**config.mk**
```make
export PLATFORM = sky130hd
export DESIGN_NAME = fft32_stage_sequencer
export DESIGN_NICKNAME = d
export VERILOG_FILES = /design/src/rtl/fft32_pkg.sv /design/src/rtl/fft32_stage_timer.sv /design/src/rtl/fft32_stage_sequencer.sv
export SDC_FILE = /design/constraint.sdc
export NUM_CORES = 1
export LEC_CHECK = 0
export CAP_MARGIN = 15
export CORE_AREA = 10 10 61 63
export DETAILED_ROUTE_END_ITERATION = 10
export DIE_AREA = 0 0 71 73
export MAX_ROUTING_LAYER = met4
export PLACE_DENSITY_LB_ADDON = 0.3
export SYNTH_ARGS = -nofsm -noshare
export SYNTH_HDL_FRONTEND = slang
export SYNTH_SLANG_ARGS = --single-unit
```
**constraint.sdc**
```tcl
create_clock -name clk -period 3.78 [get_ports clk]
set_input_delay 0.945 -clock clk [delete_from_list [all_inputs] [get_ports clk]]
set_output_delay 0.945 -clock clk [all_outputs]
set_load 0.02 [all_outputs]
```
**src/rtl/fft32_pkg.sv**
```systemverilog
// Shared definitions for the 32-point radix-2 DIT FFT control path:
// frame geometry, sequencer states and the bit-reversal helper.
package fft32_pkg;

  localparam int N_POINTS    = 32;
  localparam int ADDR_W      = 5;
  localparam int N_STAGES    = 5;
  localparam int STAGE_SEL_W = 3;

  typedef enum logic [1:0] {
    ST_IDLE    = 2'd0,
    ST_LOAD    = 2'd1,
    ST_COMPUTE = 2'd2,
    ST_UNLOAD  = 2'd3
  } state_e;

  // Input samples land in bit-reversed order so the DIT stages can run in place
  function automatic logic [ADDR_W-1:0] bitrev5(input logic [ADDR_W-1:0] a);
    logic [ADDR_W-1:0] r;
    r = 5'd0;
    for (int i = 0; i < ADDR_W; i++) begin
      r[i] = a[ADDR_W-1-i];
    end
    return r;
  endfunction

endpackage

```
**src/rtl/fft32_stage_timer.sv**
```systemverilog
// Stage/latency timer for the butterfly array: launches each stage, waits out
// the butterfly pipeline, strobes the write-back and steps the stage select.
module fft32_stage_timer
  import fft32_pkg::*;
#(
  parameter int BFLY_LAT = 2
) (
  input  logic                   clk,
  input  logic                   rst_n,
  input  logic                   clear,
  input  logic                   go,
  output logic                   bfly_en,
  output logic                   stage_wr,
  output logic [STAGE_SEL_W-1:0] stage_sel,
  output logic                   last_stage
);

  localparam logic [2:0]             LAT_C   = 3'(BFLY_LAT);
  localparam logic [STAGE_SEL_W-1:0] LAST_ST = 3'(N_STAGES - 1);

  logic                   active_r;
  logic [2:0]             wait_r;
  logic [STAGE_SEL_W-1:0] stage_r;
  logic                   bfly_en_r;
  logic                   stage_wr_r;

  assign bfly_en    = bfly_en_r;
  assign stage_wr   = stage_wr_r;
  assign stage_sel  = stage_r;
  assign last_stage = stage_wr_r & (stage_r == LAST_ST);

  // Per-stage sequencing; strobes are registered one cycle ahead of their use
  always_ff @(posedge clk or negedge rst_n) begin
    if (!rst_n) begin
      active_r   <= 1'b0;
      wait_r     <= 3'd0;
      stage_r    <= 3'd0;
      bfly_en_r  <= 1'b0;
      stage_wr_r <= 1'b0;
    end else if (clear) begin
      active_r   <= 1'b0;
      wait_r     <= 3'd0;
      stage_r    <= 3'd0;
      bfly_en_r  <= 1'b0;
      stage_wr_r <= 1'b0;
    end else if (go) begin
      active_r   <= 1'b1;
      wait_r     <= 3'd0;
      stage_r    <= 3'd0;
      bfly_en_r  <= 1'b1;
      stage_wr_r <= 1'b0;
    end else if (active_r) begin
      if (wait_r == LAT_C) begin
        wait_r     <= 3'd0;
        stage_wr_r <= 1'b0;
        if (stage_r == LAST_ST) begin
          active_r  <= 1'b0;
          stage_r   <= 3'd0;
          bfly_en_r <= 1'b0;
        end else begin
          stage_r   <= stage_r + 3'd1;
          bfly_en_r <= 1'b1;
        end
      end else begin
        wait_r     <= wait_r + 3'd1;
        bfly_en_r  <= 1'b0;
        stage_wr_r <= ((wait_r + 3'd1) == LAT_C);
      end
    end else begin
      wait_r     <= 3'd0;
      stage_r    <= 3'd0;
      bfly_en_r  <= 1'b0;
      stage_wr_r <= 1'b0;
    end
  end

endmodule

```
**src/rtl/fft32_stage_sequencer.sv**
```systemverilog
// Frame sequencer for the iterative 32-point FFT: bit-reversed load, five
// butterfly stages via the stage timer, then natural-order unload.
module fft32_stage_sequencer
  import fft32_pkg::*;
#(
  parameter int BFLY_LAT = 2
) (
  input  logic                   clk,
  input  logic                   rst_n,
  input  logic                   clear,
  input  logic                   start,
  input  logic                   in_valid,
  output logic                   in_ready,
  output logic [ADDR_W-1:0]      in_addr,
  output logic                   in_wr_en,
  output logic [STAGE_SEL_W-1:0] stage_sel,
  output logic                   bfly_en,
  output logic                   stage_wr,
  output logic                   out_valid,
  input  logic                   out_ready,
  output logic [ADDR_W-1:0]      out_addr,
  output logic                   busy,
  output logic                   done
);

  localparam logic [ADDR_W-1:0] LAST_IDX = 5'd31;

  state_e            st_r;
  logic [ADDR_W-1:0] ld_cnt_r;
  logic [ADDR_W-1:0] ul_cnt_r;
  logic [ADDR_W-1:0] in_addr_r;
  logic              in_ready_r;
  logic              out_valid_r;
  logic              busy_r;
  logic              go_s;
  logic              last_stage_s;

  assign go_s      = (st_r == ST_LOAD) & in_valid & (ld_cnt_r == LAST_IDX);
  assign in_ready  = in_ready_r;
  assign in_addr   = in_addr_r;
  assign in_wr_en  = in_valid & in_ready_r;
  assign out_valid = out_valid_r;
  assign out_addr  = ul_cnt_r;
  assign busy      = busy_r;
  // The final handshake completes the frame unless an abort lands on it
  assign done      = out_valid_r & out_ready & (ul_cnt_r == LAST_IDX) & ~clear;

  fft32_stage_timer #(
    .BFLY_LAT (BFLY_LAT)
  ) u_timer (
    .clk        (clk),
    .rst_n      (rst_n),
    .clear      (clear),
    .go         (go_s),
    .bfly_en    (bfly_en),
    .stage_wr   (stage_wr),
    .stage_sel  (stage_sel),
    .last_stage (last_stage_s)
  );

  // Frame FSM with load/unload counters and registered handshake outputs
  always_ff @(posedge clk or negedge rst_n) begin
    if (!rst_n) begin
      st_r        <= ST_IDLE;
      ld_cnt_r    <= 5'd0;
      ul_cnt_r    <= 5'd0;
      in_addr_r   <= 5'd0;
      in_ready_r  <= 1'b0;
      out_valid_r <= 1'b0;
      busy_r      <= 1'b0;
    end else if (clear) begin
      st_r        <= ST_IDLE;
      ld_cnt_r    <= 5'd0;
      ul_cnt_r    <= 5'd0;
      in_addr_r   <= 5'd0;
      in_ready_r  <= 1'b0;
      out_valid_r <= 1'b0;
      busy_r      <= 1'b0;
    end else begin
      case (st_r)
        ST_IDLE: begin
          if (start) begin
            st_r       <= ST_LOAD;
            ld_cnt_r   <= 5'd0;
            in_addr_r  <= 5'd0;
            in_ready_r <= 1'b1;
            busy_r     <= 1'b1;
          end else begin
            busy_r     <= 1'b0;
          end
        end
        ST_LOAD: begin
          if (in_valid) begin
            if (ld_cnt_r == LAST_IDX) begin
              st_r       <= ST_COMPUTE;
              ld_cnt_r   <= 5'd0;
              in_addr_r  <= 5'd0;
              in_ready_r <= 1'b0;
            end else begin
              ld_cnt_r   <= ld_cnt_r + 5'd1;
              in_addr_r  <= bitrev5(ld_cnt_r + 5'd1);
            end
          end else begin
            ld_cnt_r <= ld_cnt_r;
          end
        end
        ST_COMPUTE: begin
          if (last_stage_s) begin
            st_r        <= ST_UNLOAD;
            ul_cnt_r    <= 5'd0;
            out_valid_r <= 1'b1;
          end else begin
            st_r <= ST_COMPUTE;
          end
        end
        ST_UNLOAD: begin
          if (out_ready) begin
            if (ul_cnt_r == LAST_IDX) begin
              st_r        <= ST_IDLE;
              ul_cnt_r    <= 5'd0;
              out_valid_r <= 1'b0;
              busy_r      <= 1'b0;
            end else begin
              ul_cnt_r <= ul_cnt_r + 5'd1;
            end
          end else begin
            ul_cnt_r <= ul_cnt_r;
          end
        end
        default: begin
          st_r        <= ST_IDLE;
          ld_cnt_r    <= 5'd0;
          ul_cnt_r    <= 5'd0;
          in_addr_r   <= 5'd0;
          in_ready_r  <= 1'b0;
          out_valid_r <= 1'b0;
          busy_r      <= 1'b0;
        end
      endcase
    end
  end

endmodule
```
==> run summary <==
Status - complete, no violations
Pleak - 0.000748 µW
Worst vdd ir - 280 µV
Die footprint - 0.00518 mm²
Area of the multi-input gates - 723 µm²
Final Wtd Congestion - 0.837
Max_cap viols - 0
Share of layout cells above drive strength 1 - 8.43%
Library cells used by synthesis - 44
Wire length per cell - 15.8 µm
Global-route wire length before repair - 5200 µm
CP max FO - 7
PD cells - 435 mW/mm²
CTS Buf Count - 3
Max stage delay on crit path - 0.64 ns
DRT iter0 DRCs - 58
Mapped Cells - 138
Area Overhead vs Synth - 25.0%
Worst path top cell family by delay - buffers and inverters
Yosys top cell by area - dfrtp_1
Synth top area share - 43.8%
Critical path class - input port to primary output
Clock-pin slew on the worst setup and hold paths - 0.13 ns
Total length of routed wires - 3110 µm
Largest net degree at the start of global routing - 25
Clock Sink Count - 24
GRT Residual Overflow - 0
Worst Setup End Kind - primary output
FP Rows - 19
Slowest CP cell - clkdlybuf4s50_1
Skew final - 0.00583 ns
Met2 Use GR - 22.3%
Post-CTS sizing - 0
Tcrit/Tclk final - 90.8%
Cells along the critical path - clkdlybuf4s50_1 > nand2_1 > nor3b_1 > clkdlybuf4s50_1
H-tree levels - 1
Postcts setup bufs - 0
Antenna cell count - 0
Global routing usage on met1 - 12.8%
Min-delay worst type - flip-flop to flip-flop
Fillers - 215
Reg area - 601 µm²
DRC - 0
Final hold vios - 0
Total Routing Usage GR - 12.1%
Ports - 26
WHS - 0.530 ns
Relative slew slack - 73.1%
Number of synthesized register bits - 24
Top cells by area, synth - dfrtp_1 44%, ha_1 9.1%, a21oi_1 4.4%
Final setup viols - 0
Post-route ant nets - 0
Nets - 183
Commonest non-fill, non-tap cell in the layout - clkdlybuf4s50_1
Fmax - 291 MHz
Die Y - 73 µm
Most frequent cells in the layout - 25 x clkdlybuf4s50_1, 24 x dfrtp_1, 12 x a21oi_1, 11 x nand2_1, 10 x ha_1
Mapped Area - 0.00137 mm²
CTS root buffer - clkbuf_4
Pre-Repair DR Iteration Count - 4
DP HPWL - 2380 µm
Unrepaired setup endpoints after global routing - false
Crit path arrival time - 2.49 ns
CTS tree - yes
Yosys warnings - 0
Core area - 0.00262 mm²
Worst Path Required - 2.83 ns
Port bufs - 25
Met3 usage - 2.72%
Gr busiest metal - met2
Startpoint class of the critical path - input port
CTS max path bufs - 2
Routed vias/inst - 5.75
Worst Tran Pin Value - 0.402 ns
Die W - 71 µm
Fin Setup TNS - 0 ns
Hold buffers post-CTS - 0
Asr flop ratio synth - 100%
CP most frequent cell - clkdlybuf4s50_1
Number of synthesized flops with an enable pin - 0
Most used DFF post-synth - dfrtp_1
Fin worst setup slack - 0.349 ns
Initial antenna violation count - 0
Final Util - 65.6%
Number of global-route vias before repair - 1163
Pre-CTS WS - 0.358 ns
Register area share after synthesis - 43.8%
Via Count - 1133
Fin crit period - 3.43 ns
Syn nets - 154
Max-slew violations - 0
Worst path buffer plus inverter count - 2
Initial Utilization - 52.4%
Clock Latency Late Sink - 0.31 ns
Synth Area per Inst - 9.94 µm²
## through the flow
stage / cells / cell area, µm² / power, µW
3_5_place_dp: 193 / 1660 / 564
2_1_floorplan: 138 / 1370 / 480
6_report: 197 / 1710 / 745
5_1_grt: 197 / 1710 / 795
3_3_place_gp: 193 / 1660 / 552
4_1_cts: 197 / 1710 / 754
## worst register-to-register path, delay by kind of cell (launching register included)
kind                     cells  cell delay, ns
AND/OR/NAND/NOR              2            0.26
flip-flops                   1            0.46
AO/OA/AOI/OAI                2            0.51
multiplexers                 1            0.24
adder cells (fa/ha/maj)      2            0.40
## cell families after synthesis
group / share of synthesized area (%)
compound gates: 17.8
xor+xnor: 1.28
fa+ha+maj: 9.12
buf+inv: 3.47
flops: 43.8
mux: 2.19
simple gates: 22.4
## registers in the layout, indices dropped and copies added, names as in the netlist
register and count:
in_addr 1, u_timer.active_r 1, u_timer.wait_r 3, ld_cnt_r 4
out_addr 5, u_timer.bfly_en 1, in_ready 1, u_timer.stage_sel 3
busy 1, u_timer.stage_wr 1, st_r 2, out_valid 1
## layer usage
metal	up-vias	routed length, µm
met3	4	113
met5	-	0
met2	17	1610
li1	561	-
met4	0	30
met1	551	1350
## cell type report
class | count | area share [%]
clock inverters | 1 | 1.75
flip-flops and latches | 24 | 35.0
multi-input cells | 102 | 42.2
clock buffers | 3 | 1.31
inverters | 9 | 1.97
repair buffers | 27 | 15.5
well taps | 31 | 2.26
## synthesized netlist by cell type (2+ instances only)
library cell / instances
or3_1: 2
dfrtp_1: 24
nand2_1: 11
nor2b_1: 4
and2_1: 2
a21oi_1: 12
and3_1: 2
nor2_1: 5
nand4_1: 2
a32o_1: 2
o21ai_0: 6
nand3_1: 7
nor3_1: 2
nand2b_1: 3
a22o_1: 2
o31ai_1: 3
nand3b_1: 3
inv_1: 9
mux2i_1: 3
ha_1: 10
## power breakdown
group	total, µW	switching, µW	internal, µW
Combinational	254	142	112
Sequential	305	26.0	279
Clock	186	79.4	107
## worst paths after layout
path,startpoint,slack (ns),endpoint,cells past startpoint
worst max-delay path,out_ready,0.35,done,4
worst min-delay path,busy,0.53,busy,2
worst max register to register,ld_cnt_r[0],1.85,st_r[0],7
worst min register to register,busy,0.53,busy,2
max in group asynchronous,rst_n,2.57,ld_cnt_r[0],2
min in group asynchronous,rst_n,0.97,in_ready,2
Power figures use the tool's default switching activity.
